### src/rtl/sw_input_port_pkg.sv
// Shared definitions for the switch/button input port: register indices,
// status-word bit positions and a helper that packs the status word.
package sw_input_port_pkg;

    localparam int SW_W      = 16;
    localparam int BTN_CNT_W = 8;

    // Word index of each register (CPU byte address bits [3:2]).
    typedef enum logic [1:0] {
        SWIN_DATA = 2'd0,
        SWIN_STAT = 2'd1,
        SWIN_MASK = 2'd2,
        SWIN_RSVD = 2'd3
    } swin_reg_e;

    // Bit positions inside the status word (SWIN_STAT).
    localparam int STAT_BTN_BIT = 0;
    localparam int STAT_CHG_BIT = 1;
    localparam int STAT_CNT_LSB = 2;
    localparam int STAT_CNT_MSB = STAT_CNT_LSB + BTN_CNT_W - 1;

    // Packs button count, change flag and button level into the status word;
    // every bit not named here reads as zero.
    function automatic logic [31:0] stat_word(input logic [BTN_CNT_W-1:0] cnt,
                                              input logic                 chg,
                                              input logic                 btn);
        logic [31:0] w;
        w                            = '0;
        w[STAT_CNT_MSB:STAT_CNT_LSB] = cnt;
        w[STAT_CHG_BIT]              = chg;
        w[STAT_BTN_BIT]              = btn;
        return w;
    endfunction

endpackage

### src/rtl/sw_input_port_debounce_sync.sv
// Two-flop synchronizer followed by a whole-vector debouncer. A new value is
// accepted only after DEBOUNCE_CYCLES consecutive identical synchronized
// samples; the vector is always updated as a unit, never bit by bit.
module debounce_sync #(
    parameter int W               = 1,
    parameter int DEBOUNCE_CYCLES = 20000
) (
    input  logic         clk_i,
    input  logic         rst_i,
    input  logic [W-1:0] async_i,
    output logic [W-1:0] stable_o,
    output logic [W-1:0] cand_o,
    output logic         accept_o
);

    localparam int              CNT_W   = $clog2(DEBOUNCE_CYCLES);
    localparam logic [CNT_W-1:0] CNT_MAX = CNT_W'(DEBOUNCE_CYCLES - 1);

    logic [W-1:0]     meta_q;
    logic [W-1:0]     sync_q;
    logic [W-1:0]     cand_q,   cand_d;
    logic [W-1:0]     stable_q, stable_d;
    logic [CNT_W-1:0] cnt_q,    cnt_d;
    logic             accept;

    // Debounce decision: restart on any difference, count while equal,
    // promote the candidate once the count has saturated.
    always_comb begin
        cand_d   = cand_q;
        cnt_d    = cnt_q;
        stable_d = stable_q;
        accept   = 1'b0;
        if (sync_q != cand_q) begin
            cand_d = sync_q;
            cnt_d  = '0;
        end else if (cnt_q < CNT_MAX) begin
            cnt_d = cnt_q + CNT_W'(1);
        end else if (cand_q != stable_q) begin
            stable_d = cand_q;
            accept   = 1'b1;
        end
    end

    // Synchronizer chain and debounce state; reset discards any pending candidate.
    always_ff @(posedge clk_i) begin
        if (rst_i) begin
            meta_q   <= '0;
            sync_q   <= '0;
            cand_q   <= '0;
            cnt_q    <= '0;
            stable_q <= '0;
        end else begin
            meta_q   <= async_i;
            sync_q   <= meta_q;
            cand_q   <= cand_d;
            cnt_q    <= cnt_d;
            stable_q <= stable_d;
        end
    end

    assign stable_o = stable_q;
    assign cand_o   = cand_q;
    assign accept_o = accept;

endmodule

### src/rtl/sw_input_port.sv
// Read-only memory-mapped input port: debounced switches and push button,
// a sticky change flag with per-bit change mask, a press counter, and a
// level interrupt that mirrors the change flag.
import sw_input_port_pkg::*;

module sw_input_port #(
    parameter int DEBOUNCE_CYCLES = 20000,
    parameter bit IRQ_EN          = 1'b1
) (
    input  logic        CLK,
    input  logic        RST,
    input  logic [15:0] sw_i,
    input  logic        btn_i,
    input  logic        rd_en,
    input  logic [1:0]  addr,
    output logic [31:0] rd_data,
    output logic        rd_valid,
    output logic        irq
);

    logic [SW_W-1:0]      sw_stable;
    logic [SW_W-1:0]      sw_cand;
    logic                 sw_accept;
    logic [0:0]           btn_stable;
    logic [0:0]           btn_cand;
    logic                 btn_accept;

    logic                 sw_changed_q, sw_changed_d;
    logic [SW_W-1:0]      chg_mask_q,   chg_mask_d;
    logic [BTN_CNT_W-1:0] btn_count_q,  btn_count_d;
    logic [31:0]          rd_data_q,    rd_data_d;
    logic                 rd_valid_q;
    logic [31:0]          rd_word;
    logic                 clr_changed;
    logic                 clr_mask;

    debounce_sync #(
        .W               (SW_W),
        .DEBOUNCE_CYCLES (DEBOUNCE_CYCLES)
    ) u_sw_db (
        .clk_i    (CLK),
        .rst_i    (RST),
        .async_i  (sw_i),
        .stable_o (sw_stable),
        .cand_o   (sw_cand),
        .accept_o (sw_accept)
    );

    debounce_sync #(
        .W               (1),
        .DEBOUNCE_CYCLES (DEBOUNCE_CYCLES)
    ) u_btn_db (
        .clk_i    (CLK),
        .rst_i    (RST),
        .async_i  (btn_i),
        .stable_o (btn_stable),
        .cand_o   (btn_cand),
        .accept_o (btn_accept)
    );

    // Register read mux, built from the contents before any read side effect.
    always_comb begin
        rd_word = '0;
        case (swin_reg_e'(addr))
            SWIN_DATA: rd_word = {16'b0, sw_stable};
            SWIN_STAT: rd_word = stat_word(btn_count_q, sw_changed_q, btn_stable[0]);
            SWIN_MASK: rd_word = {16'b0, chg_mask_q};
            default:   rd_word = '0;
        endcase
    end

    // Next state for flags, mask, press counter and read data. Clears from a
    // read are applied first so a coincident accept overrides them: the flag
    // stays set and the mask keeps only the newly changed bits.
    always_comb begin
        clr_changed  = rd_en && (swin_reg_e'(addr) == SWIN_DATA);
        clr_mask     = rd_en && (swin_reg_e'(addr) == SWIN_MASK);
        sw_changed_d = clr_changed ? 1'b0 : sw_changed_q;
        chg_mask_d   = clr_mask ? '0 : chg_mask_q;
        if (sw_accept) begin
            sw_changed_d = 1'b1;
            chg_mask_d   = chg_mask_d | (sw_cand ^ sw_stable);
        end
        // An accept always flips the button level, so cand=1 marks a press.
        btn_count_d = btn_count_q;
        if (btn_accept && btn_cand[0]) begin
            btn_count_d = btn_count_q + BTN_CNT_W'(1);
        end
        rd_data_d = rd_en ? rd_word : rd_data_q;
    end

    // Status and bus-side registers.
    always_ff @(posedge CLK) begin
        if (RST) begin
            sw_changed_q <= 1'b0;
            chg_mask_q   <= '0;
            btn_count_q  <= '0;
            rd_data_q    <= '0;
            rd_valid_q   <= 1'b0;
        end else begin
            sw_changed_q <= sw_changed_d;
            chg_mask_q   <= chg_mask_d;
            btn_count_q  <= btn_count_d;
            rd_data_q    <= rd_data_d;
            rd_valid_q   <= rd_en;
        end
    end

    assign rd_data  = rd_data_q;
    assign rd_valid = rd_valid_q;
    assign irq      = IRQ_EN ? sw_changed_q : 1'b0;

endmodule
### config.mk
export PLATFORM = sky130hd
export DESIGN_NAME = sw_input_port
export DESIGN_NICKNAME = d
export VERILOG_FILES = /design/src/rtl/sw_input_port_pkg.sv /design/src/rtl/sw_input_port_debounce_sync.sv /design/src/rtl/sw_input_port.sv
export SDC_FILE = /design/constraint.sdc
export NUM_CORES = 1
export LEC_CHECK = 0
export CORE_MARGIN = 2
export CORE_UTILIZATION = 45
export DETAILED_ROUTE_END_ITERATION = 16
export GPL_ROUTABILITY_DRIVEN = 0
export PLACE_DENSITY_LB_ADDON = 0.12
export SYNTH_ARGS = -nofsm -noshare
export SYNTH_HDL_FRONTEND = slang
export SYNTH_SLANG_ARGS = --single-unit
### constraint.sdc
create_clock -name CLK -period 5.5 [get_ports CLK]
set_input_delay 1.375 -clock CLK [delete_from_list [all_inputs] [get_ports CLK]]
set_output_delay 1.375 -clock CLK [all_outputs]
set_load 0.05 [all_outputs]
==> results of run 1 <==
==> layer usage <==
metal  global-route usage, %  vias to the layer above  share of wire (%)
met2                    25.5                       74                 44
met1                    22.1                     1808                 51
li1                        -                     2029                  -
met3                    4.45                       18                3.7
met4                    7.70                        0                1.6
met5                       0                        -                  0
==> cell type report <==
| type | count | area, um^2 | share of cell area (%) |
|---|---|---|---|
| flip-flops and latches | 140 | 2800 | 41.7 |
| multi-input cells | 423 | 2590 | 38.5 |
| repair buffers | 41 | 400 | 5.96 |
| well taps | 168 | 210 | 3.13 |
| clock buffers | 22 | 484 | 7.21 |
| clock inverters | 10 | 209 | 3.11 |
| inverters | 6 | 22.5 | 0.335 |
==> Yosys cell counts, drive strengths merged (3+ instances only) <==
master	count	area [um^2]
xor2	12	105
nand4	12	75.1
nor4	3	18.8
nor2b	61	382
ha	3	37.5
and3	5	31.3
o21ai	24	120
or4	3	26.3
nand3	18	95.1
xnor2	47	412
or3	4	25.0
a211oi	14	105
buf	22	166
a31oi	3	18.8
a21oi	30	150
dfxtp	140	2800
nor2	83	312
inv	6	22.5
or2	3	18.8
mux2	6	67.6
mux2i	28	280
clkbuf	22	82.6
nand2	33	124
==> worst max-delay path, cell delays in order <==
cell	delay [ns]
clkdlybuf4s50_1	0.86
nor2b_1	0.43
a21oi_1	0.98
nand2_1	0.13
o21ai_0	0.11
==> cells by family after synthesis <==
kind of cell	count (synthesis)
xor+xnor	59
simple gates	230
other cells	1
fa+ha+maj	3
compound gates	81
mux	34
flops	140
buf+inv	50
==> final timing paths <==
check | from | to | slack [ns] | depth (start not counted)
max | rd_en | chg_mask_q[7] | 1.95 | 5
min reg2reg | u_sw_db.meta_q[10] | u_sw_db.sync_q[10] | 0.44 | 1
max reg2reg | u_sw_db.cand_o[13] | u_sw_db.stable_o[7] | 2.88 | 6
min | u_sw_db.meta_q[10] | u_sw_db.sync_q[10] | 0.44 | 1
==> placed cells by master, fill, tap and decap left out, types with 4 or more instances in the layout <==
cell type,Yosys,layout
clkbuf_8,0,4
dfxtp_1,140,140
clkdlybuf4s50_1,0,38
inv_1,6,6
o21ai_0,24,24
clkbuf_16,0,17
and3_1,5,5
mux2i_1,28,28
xor2_1,12,12
a211oi_1,14,14
nor2b_1,61,61
nand3_1,17,17
bufinv_16,0,6
mux2_2,6,6
a21oi_1,30,30
nor2_1,83,83
or3_1,4,4
xnor2_1,47,47
nand2_1,33,33
nand4_1,12,12
conb_1,1,16
==> flip-flops by register name, indices dropped and copies added, names as in the netlist, 8 cells and up <==
name              cells
u_sw_db.sync_q       16
u_sw_db.stable_o     16
u_sw_db.cnt_q        15
rd_data              16
btn_count_q           8
chg_mask_q           16
u_btn_db.cnt_q       15
u_sw_db.meta_q       16
u_sw_db.cand_o       16
==> power by group through the flow <==
stage	Sequential, mW	Clock, mW	Combinational [mW]
6_report	1.05	1.31	0.129
5_1_grt	1.05	1.38	0.141
4_1_cts	1.05	1.33	0.131
3_5_place_dp	1.07	0	0.131
3_3_place_gp	1.07	0	0.129
2_1_floorplan	1.08	0	0.0927
==> per-stage QoR <==
step | std cells | util (%)
3_5_place_dp | 778 | 49.9
6_report | 810 | 55.7
5_1_grt | 810 | 55.7
2_1_floorplan | 613 | -
3_3_place_gp | 778 | 49.9
4_1_cts | 810 | 55.7
==> metrics, run 1 <==
pin count of the biggest net entering global routing=41; cts hold-fix bufs=0; clk root buf=clkbuf_16; Die ar.=13400 um^2; status=finished clean; Critical Path AT=3.89 ns; largest family of logic cells by synthesized area=simple AND/OR/NAND/NOR gates; Initial Util=46.5%; Global Route Usage Sum=16.7%; ratio of cells with drive above 1 in the final layout=7.63%; Core Rows=40; worst setup margin=1.95 ns; number of antenna violations at the first check in global routing=0; area of the core=12100 um^2; Clk pwr share=52.7%; total number of vias=3929; Internal Power=1.98 mW; Via density=4.85; pwr/cell area=371 nW/um^2; area grow syn2layout=19.8%; DP Worst Slack=1.51 ns; worst vdd ir=0.142 mV; mapped cell area=5610 um^2; Seq pwr share=42.1%; Slew Limit Fails=0; Synth Area in Adders=0.670%; worst-margin pin slew=1.17 ns; Total Power=2.49 mW; drt total wl=10100 um; relative slew slack=21.9%; leakage power=2.54 nW; total negative slack=0 ns; # IOs=56; Synth Area in Simple Gates=20.3%; yosys warns=0; CTS Buffer Depth=2; Min Clock Period, post-route=3.55 ns; dominant synthesized flop cell=dfxtp_1; first-pass GRT wire length=17400 um; Net Sw Power=509 uW; ant diodes=0; hold_ws=0.436 ns; DP HPWL=7000 um; highest clock rate=282 MHz; Hold Path Class=flop to flop; fillers=1117; Synth Area in Compound Gates=8.73%; final net count=654; CTS resizes=0; drt pass-1 iters=4; instance count of the mapped netlist=598; crit path max fanout=28; grt total ovfl=0; CTS tree=done; vias in the first global route=3727; clk_skew=0.00431 ns; final non-filler cell area=6720 um^2; Hold Fails Final Rpt=0; Final Cycle Share=64.5%; post-synth cell types=39; CTS H-tree lvls=4; Seq/Total Area, Yosys=50.0%; die width=116 um; type of the worst setup path=input port to flop; clk_lat worst skew=0.42 ns; Synth Register Bits=140; I/O Buffers=39; DRC=0; Async S/R FF share, synth=0%; Synth Area in XOR/XNOR=9.22%; syn_area_per_cell=9.37 um^2; postcts setup bufs=0; Critical Path Source Type=input port; logic gate share of total power=5.2%; Data required, critical path=5.84 ns; die height=116 um; final setup violation count=0; RSZ-0062 raised after global routing=no; post-synthesis mux area share=6.21%; Starting DRT DRC Count=174; EDFF count, synth=0; Sw Ratio=20.4%; Worst-path clk slew=0.06 ns; antenna viol nets, final=0; CTS buffer count=17; critical path endpoint category=flop; Avg WL per Cell=12.4 um; TritonCTS Sinks=140; placed cell areas=6020 um^2; Max-Cap Viols=0
No activity file was read; power rests on OpenSTA's default activity.
==> inputs of run 2 (changes only) <==
==> constraint.sdc (replaced) <==
create_clock -name CLK -period 2.9 [get_ports CLK]
set_input_delay 0.725 -clock CLK [delete_from_list [all_inputs] [get_ports CLK]]
set_output_delay 0.725 -clock CLK [all_outputs]
set_load 0.05 [all_outputs]
==> run 2 against run 1 <==
First-iteration DRC count is 23% higher. Critical path type is now flop to output pin. Wire length is 0.47% higher. Sequential power is 90% higher. Combinational power is 95% higher.
==> metrics, run 2 (same netlist as run 1, synthesis figures left out) <==
Hold Fails Final Rpt=0 (unchanged); Min Clock Period, post-route=2.33 ns; CTS resizes=0 (unchanged); hold-critical path endpoint=u_btn_db.sync_q; area grow syn2layout=20.0%; CTS buffer count=17 (unchanged); die height=116 um (unchanged); final setup violation count=0 (unchanged); cell family with most CP delay=buffers and inverters; drt total wl=10100 um (+0.47%); Worst-path clk slew=0.06 ns (about the same); Buffers & Inverters on Critical Path=1 (unchanged); Die ar.=13400 um^2 (unchanged); pin count of the biggest net entering global routing=56 (+37%); Final Cycle Share=80.2%; worst-margin pin slew=1.20 ns (+0.0287 ns); WL met1=5170 um (+0.90%); hold_ws=0.432 ns (-0.00387 ns); Data required, critical path=2.17 ns (-3.67 ns); hold path cells=1 (unchanged); Initial Util=46.5% (unchanged); DRC=0 (unchanged); worst vdd ir=0.327 mV (+130%); worst path cell trace=clkdlybuf4s50_1; grt total ovfl=0 (unchanged); Util after Layout=55.7% (+0.062 points); Global Route Usage Sum=16.5% (-0.14 points); cts hold-fix bufs=0 (unchanged); Critical Path AT=1.60 ns (-2.29 ns); final non-filler cell area=6720 um^2 (+0.11%); Starting DRT DRC Count=214 (+23%); most frequent cells in the layout=dfxtp_1, nor2_1, nor2b_1; crit path max fanout=3 (-89%); leakage power=2.55 nW (+0.45%); clk_skew=0.00652 ns (+0.00221 ns); ant diodes=0 (unchanged); met2 routed WL=4380 um (-0.91%); Critical R2R Launch=u_btn_db.cnt_q[2]; number of antenna violations at the first check in global routing=0 (unchanged); area of the core=12100 um^2 (unchanged); Met3 Wirelength=424 um (+13%); first-pass GRT wire length=17300 um (-0.75%); pwr/cell area=681 nW/um^2 (+84%); total number of vias=3888 (-1.0%); Hold Crit Start=u_btn_db.meta_q; type of the worst setup path=flop to output pin; TritonCTS Sinks=140 (unchanged); clk_lat worst skew=0.42 ns (about the same); non-filler cells, final=816 (+0.74%); Worst Reg-to-Reg Cells=6 (unchanged); r2r setup slk=0.76 ns (-2.12 ns); total negative slack=0 ns (unchanged); clk root buf=clkbuf_16; Hold Path Class=flop to flop; RSZ-0062 raised after global routing=no; postcts setup bufs=0 (unchanged); Avg WL per Cell=12.4 um (-0.27%); highest clock rate=430 MHz; DP HPWL=7030 um (+0.44%); fillers=1092 (-2.2%); antenna viol nets, final=0 (unchanged); CTS Buffer Depth=2 (unchanged); ratio of cells with drive above 1 in the final layout=8.49% (+0.86 points); vias in the first global route=3640 (-2.3%); CTS tree=done; die width=116 um (unchanged); Core Rows=40 (unchanged); Slew Limit Fails=0 (unchanged); I/O Buffers=39 (unchanged); Largest stage delay, worst path=0.82 ns (-0.16 ns); placed cell areas=6070 um^2 (+0.75%); Top Metal Used=met4; DP Cell Count=784 (+0.77%); most common cell after layout, fill and taps aside=dfxtp_1; Via density=4.76 (-1.8%); status=finished clean; # IOs=56 (unchanged); drt pass-1 iters=4 (unchanged); relative slew slack=20.0% (-1.9 points); final net count=660 (+0.92%); CTS H-tree lvls=4 (unchanged); Max-Cap Viols=0 (unchanged); worst r2r dst=btn_count_q[7]; critical path endpoint category=output pin; Critical Path Source Type=flop; CP max stage cell=clkdlybuf4s50_1
==> run 2: cell types whose count changed in the layout (fill, tap and decap cells not counted) <==
cell,previous run,this run
buf_4,2,8
bufinv_16,6,4
clkbuf_8,4,5
clkinv_4,1,2
==> run 2: how the worst max path moves through the flow <==
stage	cells past startpoint	to	slack [ns]	startpoint
global placement	5	chg_mask_q[7]	0.41	rd_en
finish	1	irq	0.57	irq
detailed placement	5	chg_mask_q[13]	0.31	rd_en
floorplan	7	chg_mask_q[10]	0.85	rd_en
CTS	1	irq	0.55	irq
global route	1	irq	0.51	irq
==> run 2: stage by stage <==
step           total power, mW  setup slack [ns]
2_1_floorplan             2.23             0.847
3_3_place_gp              2.28             0.406
3_5_place_dp              2.28             0.307
4_1_cts                   4.63             0.546
5_1_grt                   4.74             0.509
6_report                  4.58             0.573
==> run 2: where the power goes <==
| part | switching, mW | internal, mW | total (mW) |
|---|---|---|---|
| sequential | 0.0230 | 1.96 | 1.99 |
| clock | 0.783 | 1.55 | 2.34 |
| combinational | 0.157 | 0.0943 | 0.252 |
| total | 0.963 | 3.61 | 4.58 |
==> run 2: layout make-up <==
| type | instances | area (um^2) | share of cell area [%] |
|---|---|---|---|
| clock inverter | 9 | 158 | 2.34 |
| timing repair buffer | 47 | 445 | 6.62 |
| multi-input combinational | 423 | 2590 | 38.5 |
| inverter | 6 | 22.5 | 0.335 |
| clock buffer | 23 | 498 | 7.41 |
| sequential | 140 | 2800 | 41.7 |
| tap | 168 | 210 | 3.13 |
==> run 2: per-layer routing <==
layer	vias up	track usage (%)
met2	66	25.2
met5	-	0
li1	2051	-
met3	15	4.65
met1	1756	22.0
met4	0	7.38
==> inputs of run 3 (changes only) <==
==> constraint.sdc (replaced) <==
create_clock -name CLK -period 2.3 [get_ports CLK]
set_input_delay 0.575 -clock CLK [delete_from_list [all_inputs] [get_ports CLK]]
set_output_delay 0.575 -clock CLK [all_outputs]
set_load 0.05 [all_outputs]
==> run 3 against run 2 <==
Sequential share of layout area up 0.34 points. Clock skew down 0.00066 ns. Setup slack worse by 0.43 ns. Global-route usage up 0.34 points. Critical endpoint unchanged. Largest cell class unchanged. Largest power group unchanged.
==> metrics, run 3 (same netlist as run 1, synthesis figures left out) <==
I/O Buffers=39 (unchanged); total number of vias=3926 (+0.98%); worst path cell trace=clkdlybuf4s50_1; Initial Util=46.5% (unchanged); worst vdd ir=0.391 mV (+19%); hold_ws=0.437 ns (+0.00492 ns); Worst-path clk slew=0.05 ns (about the same); Core Rows=40 (unchanged); cell family with most CP delay=buffers and inverters; vias in the first global route=3746 (+2.9%); Hold Path Class=flop to flop; Buffers & Inverters on Critical Path=1 (unchanged); postcts setup bufs=0 (unchanged); CTS resizes=0 (unchanged); r2r setup slk=0.24 ns (-0.52 ns); Global Route Usage Sum=16.9% (+0.34 points); # IOs=56 (unchanged); TritonCTS Sinks=140 (unchanged); cts hold-fix bufs=0 (unchanged); type of the worst setup path=flop to output pin; relative slew slack=22.7% (+2.8 points); status=finished clean; crit path max fanout=3 (unchanged); clk_skew=0.00586 ns (-0.000663 ns); highest clock rate=463 MHz; CTS Buffer Depth=2 (unchanged); Slew Limit Fails=0 (unchanged); number of antenna violations at the first check in global routing=0 (unchanged); DP Worst Slack=-0.106 ns (-0.413 ns); CTS H-tree lvls=4 (unchanged); Total Power=5.36 mW (+17%); pwr/cell area=803 nW/um^2 (+18%); pin count of the biggest net entering global routing=75 (+34%); drt pass-1 iters=4 (unchanged); Final Cycle Share=93.8%; final net count=664 (+0.61%); grt total ovfl=0 (unchanged); Hold Fails Final Rpt=0 (unchanged); Critical Path Source Type=flop; area of the core=12100 um^2 (unchanged); antenna viol nets, final=0 (unchanged); CTS buffer count=17 (unchanged); clk root buf=clkbuf_16; non-filler cells, final=814 (-0.25%); Largest stage delay, worst path=0.81 ns (about the same); Critical Path AT=1.58 ns (-0.02 ns); CP max stage cell=clkdlybuf4s50_1; DP Cell Count=788 (+0.51%); ratio of cells with drive above 1 in the final layout=8.20% (-0.28 points); leakage power=2.54 nW (-0.46%); clk_lat worst skew=0.42 ns (about the same); ant diodes=0 (unchanged); Avg WL per Cell=12.7 um (+2.0%); most common cell after layout, fill and taps aside=dfxtp_1; die height=116 um (unchanged); area grow syn2layout=19.0%; worst setup margin=0.142 ns (-0.431 ns); first-pass GRT wire length=17500 um (+1.2%); most frequent cells in the layout=dfxtp_1, nor2_1, nor2b_1; Min Clock Period, post-route=2.16 ns; final setup violation count=0 (unchanged); critical path endpoint category=output pin; Via density=4.82 (+1.2%); RSZ-0062 raised after global routing=no; drt total wl=10300 um (+1.7%); worst-margin pin slew=1.16 ns (-0.0418 ns); Starting DRT DRC Count=131 (-39%); DRC=0 (unchanged); Die ar.=13400 um^2 (unchanged); die width=116 um (unchanged); Max-Cap Viols=0 (unchanged); DP HPWL=7100 um (+0.91%); total negative slack=0 ns (unchanged); fillers=1140 (+4.4%); Data required, critical path=1.73 ns (-0.44 ns); CTS tree=done
## run 3: cell count changes in the layout (fill, tap and decap cells not counted), sizes merged
cell      delta
clkinvlp     -2
clkinv       -2
buf          +4
clkbuf       +1
bufinv       -3
## run 3: metal layers
metal | routed length [um] | vias to the layer above | part of all wire, % | track usage, %
met5 | 0 | - | 0 | 0
met4 | 220 | 0 | 2.1 | 6.98
met3 | 434 | 22 | 4.2 | 5.49
met2 | 4600 | 74 | 45 | 26.4
met1 | 5040 | 1786 | 49 | 21.6
li1 | - | 2044 | - | -
## run 3: worst paths after layout
path / start / endpoint / cells after the start
max: irq / irq / 1
min: u_sw_db.meta_q[1] / u_sw_db.sync_q[1] / 1
min reg2reg: u_sw_db.meta_q[1] / u_sw_db.sync_q[1] / 1
max reg2reg: u_btn_db.cnt_q[2] / btn_count_q[6] / 6
## run 3: final cells by class
type	instances	area [um^2]	area share, %
inverters	6	22.5	0.338
multi-input cells	423	2590	38.8
repair buffers	51	500	7.50
flip-flops and latches	140	2800	42.0
well taps	168	210	3.15
clock buffers	24	512	7.67
clock inverters	2	35.0	0.525
## run 3: power breakdown
group / internal (mW) / switching (mW) / leakage [nW]
sequential: 2.48 / 0.0298 / 1.14
clock: 1.62 / 0.909 / 0.272
combinational: 0.121 / 0.200 / 1.13
total: 4.22 / 1.14 / 2.54
## run 3: metrics by stage
step                      cell area [um^2]  util, %
final                                 6670     55.3
after global routing                  6670     55.3
after CTS                             6670     55.3
after detailed placement              6120     50.8
after global placement                6120     50.8
after floorplan                       5660        -
